`config.mk`:
```
export PLATFORM = sky130hd
export DESIGN_NAME = clock_stage_decoder
export DESIGN_NICKNAME = d
export VERILOG_FILES = /design/src/rtl/clock_stage_decoder_pkg.sv /design/src/rtl/clock_stage_decoder_sync_chain.sv /design/src/rtl/clock_stage_decoder.sv
export SDC_FILE = /design/constraint.sdc
export NUM_CORES = 1
export LEC_CHECK = 0
export BUFFER_PORTS_ARGS = -buffer_cell sky130_fd_sc_hd__buf_2
export CAP_MARGIN = 25
export CORE_ASPECT_RATIO = 0.75
export CORE_MARGIN = 2
export CORE_UTILIZATION = 30
export DETAILED_ROUTE_END_ITERATION = 16
export GPL_TIMING_DRIVEN = 0
export PLACE_DENSITY = 0.59
export SLEW_MARGIN = 10
export SYNTH_ARGS = -nofsm -noshare
export SYNTH_HDL_FRONTEND = slang
export SYNTH_SLANG_ARGS = --single-unit
```
`constraint.sdc`:
```
create_clock -name clk -period 3.15 [get_ports clk]
set_clock_uncertainty 0.15 [all_clocks]
set_input_delay 0.1575 -clock clk [delete_from_list [all_inputs] [get_ports clk]]
set_output_delay 0.1575 -clock clk [all_outputs]
set_load 0.02 [all_outputs]
```
`src/rtl/clock_stage_decoder_pkg.sv`:
```
// clock_stage_decoder_pkg: shared stage/state/error types for the stage-clock receiver.
package clock_stage_decoder_pkg;

    localparam int NUM_STAGES = 4;

    typedef enum logic [1:0] {STAGE0, STAGE1, STAGE2, STAGE3} stage_e;
    typedef enum logic {UNLOCKED, LOCKED} state_e;
    typedef enum logic [1:0] {ERR_NONE, ERR_ONEHOT, ERR_MISMATCH, ERR_ORDER} err_e;

    // Index of a one-hot rise vector; meaningless if not one-hot.
    function automatic logic [1:0] rise_index(logic [NUM_STAGES-1:0] rise);
        return {rise[3] | rise[2], rise[3] | rise[1]};
    endfunction

    // Highest-priority protocol error for a nonzero rise vector.
    function automatic err_e classify(logic [NUM_STAGES-1:0] rise, stage_e stage, stage_e expected);
        logic [1:0] idx;
        idx = rise_index(rise);
        return ((rise & (rise - 4'd1)) != 4'd0) ? ERR_ONEHOT :
               (stage != idx)                   ? ERR_MISMATCH :
               (expected != idx)                ? ERR_ORDER : ERR_NONE;
    endfunction

endpackage

```
`src/rtl/clock_stage_decoder_sync_chain.sv`:
```
// sync_chain: WIDTH-bit multi-flop synchroniser, DEPTH flops deep, cleared by reset.
module sync_chain #(
    parameter int WIDTH = 1,
    parameter int DEPTH = 2
) (
    input  logic             clk,
    input  logic             rst_n,
    input  logic [WIDTH-1:0] d,
    output logic [WIDTH-1:0] q
);

    logic [WIDTH-1:0] chain [DEPTH];

    always_ff @(posedge clk) begin
        if (!rst_n) begin
            chain <= '{default: '0};
        end else begin
            chain[0] <= d;
            for (int i = 1; i < DEPTH; i++) chain[i] <= chain[i-1];
        end
    end

    assign q = chain[DEPTH-1];

endmodule

```
`src/rtl/clock_stage_decoder.sv`:
```
// clock_stage_decoder: tracks 4-phase stage strobes, emits stage/instruction pulses
// and sticky protocol-error flags, relocking on the next clean phase-0 edge.
module clock_stage_decoder
    import clock_stage_decoder_pkg::*;
#(
    parameter int SYNC_STAGES    = 2,
    parameter int TIMEOUT_CYCLES = 64,
    parameter int ICOUNT_W       = 16
) (
    input  logic                clk,
    input  logic                rst_n,
    input  logic [3:0]          phase_in,
    input  logic [1:0]          stage_in,
    input  logic                clear_err,
    output logic [3:0]          stage_en,
    output logic [1:0]          cur_stage,
    output logic                locked,
    output logic                instr_done,
    output logic [ICOUNT_W-1:0] instr_count,
    output logic                err_order,
    output logic                err_onehot,
    output logic                err_mismatch,
    output logic                err_timeout
);

    localparam int WD_W = $clog2(TIMEOUT_CYCLES + 1);

    logic [3:0]      phase_s, phase_prev, rise;
    logic [1:0]      stage_s, idx;
    logic [WD_W-1:0] wd;
    state_e          state, state_next;
    stage_e          expected, expected_next;
    err_e            err, bad;
    logic            lock_ok, valid, timeout;

    sync_chain #(.WIDTH(4), .DEPTH(SYNC_STAGES)) u_phase_sync (
        .clk   (clk),
        .rst_n (rst_n),
        .d     (phase_in),
        .q     (phase_s)
    );

    sync_chain #(.WIDTH(2), .DEPTH(SYNC_STAGES)) u_stage_sync (
        .clk   (clk),
        .rst_n (rst_n),
        .d     (stage_in),
        .q     (stage_s)
    );

    assign rise   = phase_s & ~phase_prev;
    assign locked = state == LOCKED;

    always_ff @(posedge clk) begin
        if (!rst_n) begin
            state    <= UNLOCKED;
            expected <= STAGE0;
        end else begin
            state    <= state_next;
            expected <= expected_next;
        end
    end

    always_comb begin
        state_next    = state == UNLOCKED ? (lock_ok ? LOCKED : UNLOCKED) :
                        (timeout || bad != ERR_NONE) ? UNLOCKED : LOCKED;
        expected_next = valid ? stage_e'(idx + 2'd1) :
                        state_next == UNLOCKED ? STAGE0 : expected;
    end

    always_comb begin
        idx     = rise_index(rise);
        err     = classify(rise, stage_e'(stage_s), expected);
        lock_ok = rise == 4'b0001 && stage_s == 2'd0;
        bad     = (state == LOCKED && rise != 4'd0) ? err : ERR_NONE;
        valid   = state == LOCKED ? (rise != 4'd0 && err == ERR_NONE) : lock_ok;
        timeout = state == LOCKED && rise == 4'd0 && wd == WD_W'(TIMEOUT_CYCLES - 1);
    end

    // New errors are OR-ed in after the clear so they survive a simultaneous clear_err.
    always_ff @(posedge clk) begin
        if (!rst_n) begin
            phase_prev   <= '0;
            stage_en     <= '0;
            instr_done   <= 1'b0;
            cur_stage    <= '0;
            instr_count  <= '0;
            wd           <= '0;
            err_order    <= 1'b0;
            err_onehot   <= 1'b0;
            err_mismatch <= 1'b0;
            err_timeout  <= 1'b0;
        end else begin
            phase_prev   <= phase_s;
            stage_en     <= valid ? rise : 4'd0;
            instr_done   <= valid && rise[3];
            cur_stage    <= valid ? idx : cur_stage;
            instr_count  <= (valid && rise[3]) ? instr_count + 1'b1 : instr_count;
            wd           <= (state == LOCKED && rise == 4'd0 && !timeout) ? wd + 1'b1 : '0;
            err_order    <= (err_order & ~clear_err) | (bad == ERR_ORDER);
            err_onehot   <= (err_onehot & ~clear_err) | (bad == ERR_ONEHOT);
            err_mismatch <= (err_mismatch & ~clear_err) | (bad == ERR_MISMATCH);
            err_timeout  <= (err_timeout & ~clear_err) | timeout;
        end
    end

endmodule

```
Word-level counts from Yosys, hierarchy flattened
Index checks and enable logic that the tools add are counted.

Multiplexer cells: 10. Bitwise logic cells: 14. Reduce and logical (&&, ||, !) cells: 17. Eq/ne operators: 8. $add $sub $neg: 4.

Operators by type and width (number): 16-bit by 1-bit adder with 16-bit output, second input constant (1); 2-bit two-way mux (6); 4-bit bitwise AND (2); 4-bit nonzero test (2); 7-bit by 1-bit adder with 7-bit output, second input constant (1); 7-bit by 6-bit equality test with 1-bit output, second input constant (1); 1-bit logical AND (7); 1-bit bitwise OR (6); 1-bit bitwise AND (4); 2-bit equality test, second input constant (2); 4-bit by 1-bit equality test with 1-bit output, second input constant (1); 2-bit zero test (2); 4-bit zero test (1); 1-bit two-way mux (4); 2-bit != test (2); 4-bit inverter (1); 2-bit AND reduction (2); 4-bit by 1-bit subtractor with 4-bit output, second input constant (1); 2-bit by 1-bit adder with 2-bit output, second input constant (1); 2-bit by 1-bit equality test with 1-bit output, second input constant (1); 2-bit by 1-bit != test with 1-bit output, second input constant (1); 2-bit nonzero test (1); 1-bit zero test (1); 1-bit logical OR (1); 1-bit inverter (1).

Flip-flop bits (word level): 53. Input port bits: 9. Output and inout port bits: 28.

Depth between registers and ports, before layout
Gate-level depths: netlist of run 1.

Depth after elaboration: 14. Gate-level depth with buffers: 7.

Cells and area by module
From an unflattened synthesis of run 1, not the netlist that was laid out.

Cells, all modules: 266. Area total of the unflattened synthesis: 2506.2 um^2.

Modules (own cells, without submodules): clock_stage_decoder (area an instance 2145.8 um^2, sequential area each 820.8 um^2, cells an instance 236, instances 1); sync_chain (u_phase_sync) (area an instance 240.2 um^2, sequential area each 160.2 um^2, cells an instance 20, instances 1); sync_chain (u_stage_sync) (area an instance 120.1 um^2, sequential area each 80.1 um^2, cells an instance 10, instances 1).

Least setup slack after synthesis of run 1
OpenSTA, ideal clock, no wires.

Path type: register to register. Start: register instr_count[0]. End: register instr_count[10]. Stages on the path, launching flop included: 7. Arrival: 1692 ps. Clock period less this slack: 1913 ps. Slack: 1237 ps. Setup time: 72 ps. Path through: dfxtp_1 > ha_1 > and2_1 > clkbuf_1 > nand4_1 > a2111oi_1 > mux2i_1.

Cells in the longest elaborated chain, start to end: 1.

Ends and longest elaborated chain: start: declaration (line clock_stage_decoder.sv:19) `output logic [ICOUNT_W-1:0] instr_count,`; start signal: assignment (line clock_stage_decoder.sv:97) `instr_count <= (valid && rise[3]) ? instr_count + 1'b1 : instr_count;`; 16-bit by 1-bit adder with 16-bit output (line clock_stage_decoder.sv:97).

Every way passes these cells. A chain may end at the register's enable or synchronous reset.

Worst setup path after layout of run 1
Start: register phase_prev[3]. End: register err_order.

Cells in the longest elaborated chain, start to end: 10. Elaborated cells on any way between the ends: 17.

Ends and longest elaborated chain: start: declaration (line clock_stage_decoder.sv:28) `logic [3:0] phase_s, phase_prev, rise;`; start signal: assignment (line clock_stage_decoder.sv:93) `phase_prev <= phase_s;`; 4-bit inverter * (line clock_stage_decoder.sv:50) `assign rise = phase_s & ~phase_prev;`; 4-bit bitwise AND * (line clock_stage_decoder.sv:50); parallel branches: the longest is 5 deep, another holds 4-bit by 1-bit subtractor with 4-bit output; 2-bit two-way mux * (line clock_stage_decoder.sv:74) `bad = (state == LOCKED && rise != 4'd0) ? err : ERR_NONE;`; 2-bit equality test * (line clock_stage_decoder.sv:99) `err_order <= (err_order & ~clear_err) | (bad == ERR_ORDER);`; 1-bit bitwise OR * (line clock_stage_decoder.sv:99); end signal: assignment (line clock_stage_decoder.sv:99); end: declaration (line clock_stage_decoder.sv:20) `output logic err_order,`.

Mark *: on every way between the ends.

==> impl_summary.md, run 1 <==
Status
The flow ran to the end, and the final reports show no timing, DRC or antenna violations.

Placement
The placed standard-cell area is 2940 um2. The number of buffer cells added on primary ports is 36. The congestion estimate from routability-driven global placement came to 0.857. The half-perimeter wire length after detailed placement is 4680 um. Prior to clock tree synthesis, the placed netlist has a worst setup slack of 0.949 ns.

Routing
The vias per cell is 5.05. The number of remaining DRC errors is 0. The wire length reported by the detailed router is 6400 um.

The count of nets left with antenna violations once routing finished came out at 0. The detailed router finished its first iteration with 126 violations. After detailed routing, the average wire length per cell comes to 14.4 um. The first detailed-routing pass took 4 iterations.

Summing over every cut layer, the via total after detailed routing is 2244.

Layout
The final layout net count is 346. The antenna diode instance count is 0. With fillers left out, the area of the finished cells amounts to 3170 um2.

Leaving out fill and tap cells, the most frequent cell in the layout is sky130_fd_sc_hd__dfxtp_1. The synthesis-to-finish area growth is 20.8%. The ratio of cells with drive above 1 in the final layout is 22.9%. In the layout the commonest cells are sky130_fd_sc_hd__dfxtp_1, sky130_fd_sc_hd__buf_2, sky130_fd_sc_hd__nand2_1.

Critical path
The delay of the slowest cell on the worst path is 0.45 ns. Traced cell by cell, the critical path runs through and2b_4 > clkbuf_1 > o21ai_0 > a221oi_1 > o211ai_1 > a21oi_1. Counting cells, the worst reg-to-reg path comes to 6. The cell family with the largest share of critical-path delay is compound AO/OA/AOI/OAI gates. The setup check on the worst reg-to-reg path leaves a slack of 0.85 ns. The kind of critical path is reg -> reg. The combined buffer and inverter count along the critical path is 1. Data on the critical path is required at its endpoint by 3.22 ns. The kind of start point of the critical path is a flip-flop. The reg-to-reg endpoint is err_order. The worst setup path is captured at a flip-flop. Along the worst path, the maximum fanout reaches 10. At the worst endpoint, the arrival time is 2.37 ns. The launching point of the worst reg2reg path is phase_prev[3]. The cell at the slowest stage of the critical path is sky130_fd_sc_hd__a221oi_1.

Yosys
The average cell area after synthesis is 9.19 um2. The synthesized design spends more area on one cell type than any other, namely sky130_fd_sc_hd__dfxtp_1. The total of flip-flops plus latches after synthesis is 53. The share of synthesized flip-flops with an asynchronous set or reset is 0%.

The mapped netlist covers 2630 um2. After synthesis, the cell types taking the most area are sky130_fd_sc_hd__dfxtp_1, sky130_fd_sc_hd__mux2i_1, sky130_fd_sc_hd__and2_1, sky130_fd_sc_hd__nand2b_1, sky130_fd_sc_hd__nand2_1. The portion of synthesized cell area occupied by the leading cell type is 40.4%. The Yosys warning count is 0. The number of nets handed over by synthesis was 297. The post-synthesis sequential area ratio is 40.4%. The flip-flop cell with the highest count after synthesis is sky130_fd_sc_hd__dfxtp_1. The number of distinct library cell variants in the gate-level netlist after synthesis is 54. The count of flip-flops with a built-in enable after synthesis is 0.

Synthesis produced a netlist whose cell count is 286.

Run
Across the run, the number of max-cap violations was 0.

Floorplan
The die is 85.1 um tall. The die covers 9530 um2. In this run the core area contains 29 standard-cell rows. The die boundary width is 112 um. For this configuration, the core starts out at a cell density of 30.9%. The I/O pin count is 37. The region available for standard cell placement spans 8490 um2.

Clocking
The buffer cell driving the clock tree root is sky130_fd_sc_hd__clkbuf_16. CTS built an H-tree with a depth of 2. The number of clock buffers inserted by TritonCTS is 5. The clock latency on the worst-skew pair is 0.30 ns. The clock-pin slew reported for the worst setup and hold paths after clock tree synthesis is 0.07 ns. The clock tree from TritonCTS is built. Counting every sink on the clock net gives 53. The post-CTS setup repair buffer count is 0. No sink is reached through more buffers than the 2 on the longest clock path.

Global route
Entering global routing, the biggest net connects 18 pins. The number of global-route vias before repair was 2158. The first global-routing pass estimated 10900 um of wire.

The initial antenna violation count is 0. The global-route usage over all layers is 14.2%. For this run the aggregate overflow at the end of global routing stands at 0.

Timing
The worst pin sits at a relative slew slack of 34.5%. Setup repair after global routing left no endpoint under its margin. The count of endpoints failing hold in the final timing report is 0. The routed design could run at a clock period as short as 2.30 ns. Based on the critical path, the design can be clocked at up to 0.435 GHz. The transition time of the tightest slew-check pin is 0.973 ns. After layout, the worst path uses 73.1% of the clock period. The setup TNS is 0 ns. Setup violations remaining at the end of the flow were counted as 0. The max-slew violation count is 0. The post-route worst setup slack is 0.849 ns.

Hold path
The number of cells on the worst hold path is 3. The path class of the tightest hold or removal check is in -> reg. The start point of the worst hold path is clear_err. The worst min-delay path endpoint is err_timeout.

Power and ir drop
In this run the static leakage power is 0.00117 uW. IR analysis of the VDD net gives a maximum drop of 0.274 mV. In this run the power density over the cells is 458 nW/um2.
-- kinds of logic after synthesis --
| logic type | share of synthesized area [%] |
|---|---|
| buffers and inverters | 4.62 |
| AO/OA/AOI/OAI | 13.1 |
| XOR/XNOR | 2.95 |
| multiplexers | 6.10 |
| adder cells (fa/ha/maj) | 0.952 |
| flip-flops | 40.4 |
| AND/OR/NAND/NOR | 31.9 |
-- per-stage QoR --
step                      hold WS [ns]  util [%]  total power, uW  instances
after CTS                       0.0588      37.4             1460        444
final                           0.0608      37.4             1450        444
after global placement           0.218      34.7              826        430
after global routing            0.0619      37.4             1510        444
after detailed placement         0.219      34.7              827        430
after floorplan                  0.135         -              794        286
-- registers in the layout, summed over array words and instances (netlist names) --
register,cells
cur_stage,2
err_mismatch,1
err_onehot,1
err_order,1
err_timeout,1
expected,2
instr_count,16
instr_done,1
locked,1
phase_prev,4
stage_en,4
u_phase_sync.chain,4
u_phase_sync.q,4
u_stage_sync.chain,2
u_stage_sync.q,2
wd,7
-- power breakdown --
part	leakage, uW	switching, uW	internal (uW)
clock	0.0000800	258	377
combinational	0.000661	86.4	47.7
sequential	0.000430	5.84	679
-- layer usage --
metal / global-route usage, % / wire (um)
met1: 21.0 / 3290
met2: 20.3 / 2560
met3: 3.79 / 509
met4: 3.99 / 44
met5: 0 / 0
-- cell usage after synthesis (3+ instances only) --
library cell / instances
sky130_fd_sc_hd__and2_1: 20
sky130_fd_sc_hd__mux2i_1: 16
sky130_fd_sc_hd__a2111oi_1: 4
sky130_fd_sc_hd__xnor2_1: 4
sky130_fd_sc_hd__clkbuf_1: 8
sky130_fd_sc_hd__nor2_1: 19
sky130_fd_sc_hd__nand4_1: 3
sky130_fd_sc_hd__buf_4: 3
sky130_fd_sc_hd__nand2_1: 28
sky130_fd_sc_hd__buf_2: 4
sky130_fd_sc_hd__o21ai_0: 6
sky130_fd_sc_hd__nor4_2: 8
sky130_fd_sc_hd__inv_1: 5
sky130_fd_sc_hd__nand3_1: 17
sky130_fd_sc_hd__xor2_1: 3
sky130_fd_sc_hd__a211oi_2: 4
sky130_fd_sc_hd__dfxtp_1: 53
sky130_fd_sc_hd__nand2b_1: 18
sky130_fd_sc_hd__a21oi_1: 8
sky130_fd_sc_hd__or3_1: 4
sky130_fd_sc_hd__or4_1: 3
sky130_fd_sc_hd__o21ai_1: 4
sky130_fd_sc_hd__nor3_1: 3
-- timing repair --
| action | CTS | global route |
|---|---|---|
| setup endpoints to repair | 0 | 0 |
| endpoints found under the hold margin | 6 | 0 |
| gates resized for setup | 0 | 0 |
| hold buffers | 6 | 0 |
-- worst max-delay path by stage --
stage | start | end | slack [ns] | cells after the start
after floorplan | instr_count[0] | instr_count[10] | 1.24 | 6
after global placement | phase_prev[3] | cur_stage[1] | 0.98 | 6
after detailed placement | phase_prev[3] | cur_stage[1] | 0.95 | 6
after CTS | phase_prev[3] | cur_stage[1] | 0.94 | 6
after global routing | phase_prev[3] | err_order | 0.65 | 6
final | phase_prev[3] | err_order | 0.85 | 6
-- tightest hold or removal path: stages --
cell and delay [ns]:
sky130_fd_sc_hd__buf_2 0.13, sky130_fd_sc_hd__nand2b_1 0.11, sky130_fd_sc_hd__a21oi_1 0.05
-- cell type report --
type / instances / area, um2
clock inverters: 3 / 46.3
clock buffers: 5 / 125
repair buffers: 42 / 240
flip-flops and latches: 53 / 1060
fillers: 902 / 5320
inverters: 5 / 18.8
well taps: 108 / 135
plain buffers: 19 / 103
multi-input cells: 209 / 1450
No activity file was read; power rests on OpenSTA's default activity.
==> inputs of run 2 (changes only) <==
- clock period: 3.15 -> 2.19 ns (I/O delays scaled with it)
==> impl_summary.md, run 2 (synthesis gave the netlist of run 1 again) <==
Layout
The ratio of cells with drive above 1 in the final layout was 26.8% (was 22.9%). The register bank with the most flops is instr_count (unchanged). The synthesis-to-finish area growth is 24.5% (was 20.8%).

The area of the multi-input gates is 1510 um2 (was 1450 um2). The filler-free cell count of the finished design is 447 (was 444). Most frequent cells in the layout: sky130_fd_sc_hd__dfxtp_1, sky130_fd_sc_hd__buf_2, sky130_fd_sc_hd__nand2_1 (unchanged). The utilization of the core after routing is 38.5% (was 37.4%). The number of filler instances in the final layout was 892 (was 902). The most frequent standard cell in the layout excluding fill and tap cells is sky130_fd_sc_hd__dfxtp_1 (unchanged).

The post-route standard cell area excluding fillers came to 3270 um2 (was 3170 um2). Leading registers by flop count: instr_count: 16 flops, wd: 7 flops (unchanged). The antenna diode instance count is 0 (unchanged). The number of flip-flops in the largest register is 16 (unchanged).

The final layout net count is 349 (was 346). The sequential cell area is 1060 um2 (unchanged).

Placement
The instance count after placement with tap cells included was 430 (unchanged). The half-perimeter wire length after detailed placement is 4680 um (unchanged). The setup slack at placement is -0.0111 ns (was 0.949 ns).

The number of buffer cells added on primary ports is 36 (unchanged). The placed standard-cell area is 2940 um2 (unchanged). The placer congestion estimate is 0.857 (unchanged).

Critical path
The kind of critical path was reg -> reg (unchanged). The delay of the slowest cell on the worst path is 0.45 ns (about the same). The arrival time of the worst setup path was 2.20 ns (was 2.37 ns). The launching point of the worst reg2reg path is u_phase_sync.q[1] (was phase_prev[3]). The kind of start point of the critical path is a flip-flop (unchanged). The combined buffer and inverter count along the critical path is 2 (was 1). Cell-by-cell trace of the critical path: nor2b_1 > buf_4 > nor4_4 > o22ai_2 > buf_4 > a21oi_1 > o31a_1 (was and2b_4 > clkbuf_1 > o21ai_0 > a221oi_1 > o211ai_1 > a21oi_1). The worst path required time was 2.22 ns (was 3.22 ns). The number of cells on the worst reg-to-reg path is 7 (was 6). The reg-to-reg endpoint was locked (was err_order). The maximum fanout along the worst path came to 10 (unchanged).

The kind of end point of the critical path is a flip-flop (unchanged). The reg2reg setup slack is 0.02 ns (was 0.85 ns). The cell family with the largest share of critical-path delay was compound AO/OA/AOI/OAI gates (unchanged).

In this design, the critical path's most frequently occurring cell is sky130_fd_sc_hd__buf_4. The cell at the slowest stage of the critical path is sky130_fd_sc_hd__o22ai_2 (was sky130_fd_sc_hd__a221oi_1).

Timing
The post-route worst setup slack is 0.0217 ns (was 0.849 ns). The minimum period implied by the final worst setup slack is 2.17 ns (was 2.30 ns). The peak clock frequency supported by timing came to 0.461 GHz (was 0.435 GHz). The count of endpoints failing hold in the final timing report is 0 (unchanged).

The remaining max-slew budget at the tightest pin was 58.3% (was 34.5%). The max-slew violation count is 0 (unchanged). The setup TNS is 0 ns (unchanged). RSZ-0062 raised after global routing: true (was false).

The total of endpoints with negative setup slack in the final report was 0 (unchanged). The final worst-path cycle share is 99.0% (was 73.1%). The transition time of the tightest slew-check pin is 0.623 ns (was 0.973 ns).

Floorplan
The I/O pin count is 37 (unchanged). The die boundary width is 112 um (unchanged). The placeable core area is 8490 um2 (unchanged). The initial core utilization is 30.9% (unchanged). The height of the chip came to 85.1 um (unchanged). The placement row count is 29 (unchanged).

The area of the die came to 9530 um2 (unchanged).

Routing
The wire length reported by the detailed router came to 6560 um (was 6400 um). The number of nets still failing antenna checks after routing is 0 (unchanged). The vias per cell is 5.06 (was 5.05). The number of remaining DRC errors is 0 (unchanged). The final routed wire length divided by cell count is 14.7 um (was 14.4 um). The total number of vias came to 2264 (was 2244). The number of search-and-repair iterations in the first detailed-routing pass is 5 (was 4). The iteration-0 DRC count of the detailed router was 125 (was 126).

Clocking
The buffer cell driving the clock tree root is sky130_fd_sc_hd__clkbuf_16 (unchanged). The number of clock buffers inserted by TritonCTS is 5 (unchanged). The clock-pin slew reported for the worst setup and hold paths after clock tree synthesis is 0.07 ns (about the same). The clock latency on the worst-skew pair was 0.30 ns (about the same). The clock net sink count is 53 (unchanged). The buffer depth of the longest clock path was 2 (unchanged).

The clock tree from TritonCTS was built (unchanged). The H-tree depth is 2 (unchanged).

Status
Result of the run: finished clean (unchanged).

Run
The total of max-cap violations is 0 (unchanged).

Power and ir drop
The internal power contribution was 1590 uW (was 1100 uW). The peak supply drop is 0.394 mV (was 0.274 mV). The relative contribution of sequential cells to total power came to 46.6% (was 47.1%). The switching power was 520 uW (was 351 uW). The clock network power share is 43.4% (was 43.7%). The switching power as a share of total power came to 24.6% (was 24.1%).

The power density over cell area is 646 nW/um2 (was 458 nW/um2). The leakage power is 0.00121 uW (was 0.00117 uW). The part of the power in combinational logic is 10.0% (was 9.2%).

Global route
The initial antenna violation count is 0 (unchanged). The wire length of the first global-routing pass came to 10800 um (was 10900 um). The global-route usage over all layers came to 14.1% (was 14.2%).

The total grt overflow is 0 (unchanged). The number of global-route vias before repair is 2169 (was 2158). The largest net degree at the start of global routing came to 18 (unchanged).

Hold path
The start point of the worst hold path is clear_err (unchanged). The worst min-delay path endpoint is err_timeout (unchanged). The worst min-delay path category is in -> reg (unchanged). The number of cells on the worst hold path is 3 (unchanged).
## run 2: cell types whose count changed in the layout (fill, tap and decap cells not counted), sizes merged
cell	before	now
buf	47	49
clkbuf	13	14
## run 2: cell type report
| class | instances | area share (%) |
|---|---|---|
| Multi-Input combinational cell | 209 | 46.3 |
| Sequential cell | 53 | 32.4 |
| Timing Repair Buffer | 45 | 8.03 |
| Tap cell | 108 | 4.13 |
| Clock buffer | 5 | 3.83 |
| Buffer | 19 | 3.33 |
| Clock inverter | 3 | 1.42 |
| Inverter | 5 | 0.574 |
## run 2: worst min-delay path, stage by stage
cell and delay [ns]:
sky130_fd_sc_hd__buf_2 0.14, sky130_fd_sc_hd__nand2b_1 0.11, sky130_fd_sc_hd__a21oi_1 0.05
## run 2: worst max-delay path by stage
stage	start	endpoint	cells after the start
3_5_place_dp	phase_prev[3]	cur_stage[1]	6
2_1_floorplan	instr_count[0]	instr_count[10]	6
3_3_place_gp	phase_prev[3]	cur_stage[1]	6
4_1_cts	phase_prev[3]	instr_count[12]	6
6_report	u_phase_sync.q[1]	locked	7
5_1_grt	u_phase_sync.q[1]	locked	7
## run 2: metrics by stage
stage | power [uW] | hold slack [ns]
after floorplan | 1140 | 0.0868
after global placement | 1190 | 0.170
after detailed placement | 1190 | 0.171
after CTS | 2110 | 0.0108
after global routing | 2190 | 0.0134
final | 2110 | 0.0218
## run 2: power by group through the flow
stage               Sequential [uW]  Combinational (uW)  Clock, uW
detailed placement             1010                 182          0
finish                          986                 211        917
global placement               1010                 180          0
global route                    988                 231        972
floorplan                      1010                 134          0
CTS                             985                 193        926
## run 2: layer usage
layer / global-route usage (%) / vias up / wire [um]
met3: 3.79 / 8 / 510
met4: 3.99 / 0 / 67
li1: - / 1119 / -
met1: 20.9 / 1075 / 3330
met5: 0 / - / 0
met2: 20.3 / 62 / 2650
## run 2: timing repair
item / CTS / global route
cloned: 0 / 0
buffers inserted: 0 / 3
gates resized for setup: 2 / 15
hold endpoints to repair: 6 / 0
hold buffers: 6 / 0
pin swaps: 0 / 2
setup endpoints to repair: 2 / 12
==> inputs of run 3 (changes only) <==
==> constraint.sdc (replaced) <==
create_clock -name clk -period 2.19 [get_ports clk]
set_clock_uncertainty 0.15 [all_clocks]
set_input_delay 0 -clock clk [delete_from_list [all_inputs] [get_ports clk]]
set_output_delay 0 -clock clk [all_outputs]
set_load 0.02 [all_outputs]
==> impl_summary.md, run 3 (synthesis gave the netlist of run 1 again) <==
Timing
The remaining max-slew budget at the tightest pin is 58.2% (was 58.3%). The peak clock frequency supported by timing is 0.464 GHz (was 0.461 GHz). The worst-case hold slack is 0.281 ns (was 0.0218 ns).

The final worst-path cycle share was 98.5% (was 99.0%). The max-slew violation count is 0 (unchanged). The total of endpoints with negative setup slack in the final report is 0 (unchanged). The transition time of the tightest slew-check pin was 0.624 ns (was 0.623 ns). The minimum period implied by the final worst setup slack is 2.16 ns (was 2.17 ns). The count of endpoints failing hold in the final timing report is 0 (unchanged).

RSZ-0062 raised after global routing: true (unchanged). The post-route worst setup slack is 0.0334 ns (was 0.0217 ns).

Critical path
The kind of start point of the critical path is a flip-flop (unchanged). The cell at the slowest stage of the critical path is sky130_fd_sc_hd__o22ai_2 (unchanged). The kind of critical path is reg -> reg (unchanged). The delay of the slowest cell on the worst path came to 0.44 ns (was 0.45 ns).

The number of cells on the worst reg-to-reg path is 7 (unchanged). Cell-by-cell trace of the critical path: nor2b_1 > buf_4 > nor4_4 > o22ai_2 > buf_4 > a21oi_1 > o31a_1 (unchanged). The arrival time of the worst setup path is 2.19 ns (was 2.20 ns). The worst path required time was 2.22 ns (about the same). The kind of end point of the critical path is a flip-flop (unchanged).

The maximum fanout along the worst path was 10 (unchanged). The cell repeated most along the worst path is sky130_fd_sc_hd__buf_4 (unchanged).

Hold path
The number of cells on the worst hold path was 3 (unchanged). The worst min-delay path category was in -> reg (unchanged).

Clocking
The buffer cell driving the clock tree root is sky130_fd_sc_hd__clkbuf_16 (unchanged). The buffer depth of the longest clock path is 2 (unchanged). The number of clock buffers inserted by TritonCTS came to 5 (unchanged). The clock net sink count came to 53 (unchanged). The clock latency on the worst-skew pair came to 0.30 ns (about the same).

The H-tree depth is 2 (unchanged). The clock-pin slew reported for the worst setup and hold paths after clock tree synthesis was 0.07 ns (about the same). The clock tree from TritonCTS is built (unchanged).

Layout
The utilization of the core after routing is 38.8% (was 38.5%). The most frequent standard cell in the layout excluding fill and tap cells is sky130_fd_sc_hd__dfxtp_1 (unchanged). Most frequent cells in the layout: sky130_fd_sc_hd__dfxtp_1, sky130_fd_sc_hd__buf_2, sky130_fd_sc_hd__nand2_1 (unchanged). The filler-free cell count of the finished design is 449 (was 447). The register bank with the most flops was instr_count (unchanged). Leading registers by flop count: instr_count: 16 flops, wd: 7 flops (unchanged). The synthesis-to-finish area growth is 25.2% (was 24.5%). The number of flip-flops in the largest register was 16 (unchanged). The final layout net count is 351 (was 349).

The ratio of cells with drive above 1 in the final layout is 26.7% (was 26.8%). The antenna diode instance count came to 0 (unchanged).

Floorplan
The I/O pin count is 37 (unchanged). The area of the die is 9530 um2 (unchanged). The die boundary width is 112 um (unchanged). The placement row count came to 29 (unchanged). The initial core utilization is 30.9% (unchanged).

The height of the chip is 85.1 um (unchanged). The placeable core area was 8490 um2 (unchanged).

Global route
The number of global-route vias before repair is 2172 (was 2169). The total grt overflow is 0 (unchanged). The initial antenna violation count came to 0 (unchanged). The wire length of the first global-routing pass is 10800 um (unchanged).

The largest net degree at the start of global routing is 18 (unchanged). The global-route usage over all layers came to 14.1% (unchanged).

Routing
The wire length reported by the detailed router is 6610 um (was 6560 um). The final routed wire length divided by cell count came to 14.7 um (about the same). The vias per cell is 5.04 (was 5.06). The number of remaining DRC errors is 0 (unchanged). The iteration-0 DRC count of the detailed router is 153 (was 125). The number of nets still failing antenna checks after routing came to 0 (unchanged).

The number of search-and-repair iterations in the first detailed-routing pass is 4 (was 5). The total number of vias is 2261 (was 2264).

Status
Result of the run: finished clean (unchanged).

Power and ir drop
The overall power consumption is 2120 uW (was 2110 uW). The leakage power was 0.00121 uW (about the same). The power density over cell area is 643 nW/um2 (was 646 nW/um2).

The peak supply drop is 0.394 mV (about the same).

Placement
The placer congestion estimate is 0.857 (unchanged). The setup slack at placement is -0.0111 ns (unchanged). The half-perimeter wire length after detailed placement is 4680 um (unchanged). The instance count after placement with tap cells included came to 430 (unchanged). The number of buffer cells added on primary ports is 36 (unchanged).

Run
The total of max-cap violations is 0 (unchanged).
run 3: timing repair:
| item | 4_1_cts | 5_1_grt |
|---|---|---|
| setup buffers | 0 | 3 |
| hold buffers | 8 | 0 |
| resized for setup | 2 | 15 |
| pin swaps | 0 | 2 |
| hold endpoints to repair | 11 | 0 |
| setup endpoints to repair | 2 | 12 |
run 3: cell type report:
type	count	area, um2
repair buffers	47	283
multi-input cells	209	1510
flip-flops and latches	53	1060
plain buffers	19	109
inverters	5	18.8
fillers	890	5200
clock inverters	3	46.3
clock buffers	5	125
well taps	108	135
run 3: metal layers:
metal	track usage, %	part of all wire (%)
met5	0	0
met4	3.99	1.0
met3	3.71	6.3
met2	20.3	40
met1	20.9	53
run 3: critical path: cells and delay by family (launching register included):
kind / cells / cell delay, ns
flops: 1 / 0.35
compound gates: 3 / 0.81
simple gates: 2 / 0.19
buf+inv: 2 / 0.53
run 3: worst paths after layout:
check	from	endpoint	slack, ns
max	u_phase_sync.q[1]	locked	0.03
max reg2reg	u_phase_sync.q[1]	locked	0.03
min	phase_in[3]	u_phase_sync.chain[7]	0.28
min reg2reg	u_phase_sync.chain[6]	u_phase_sync.q[2]	0.29
run 3: where the power goes:
group          switching, uW  internal, uW  total (uW)  leakage, uW
logic                    137          77.3         214     0.000705
registers               9.05           977         986     0.000430
clock network            375           542         917    0.0000800
run 3: stage by stage:
stage | setup TNS (ns) | instance area [um2]
2_1_floorplan | 0 | 2630
3_3_place_gp | 0 | 2940
3_5_place_dp | -0.0176 | 2940
4_1_cts | 0 | 3210
5_1_grt | -0.244 | 3290
6_report | 0 | 3290
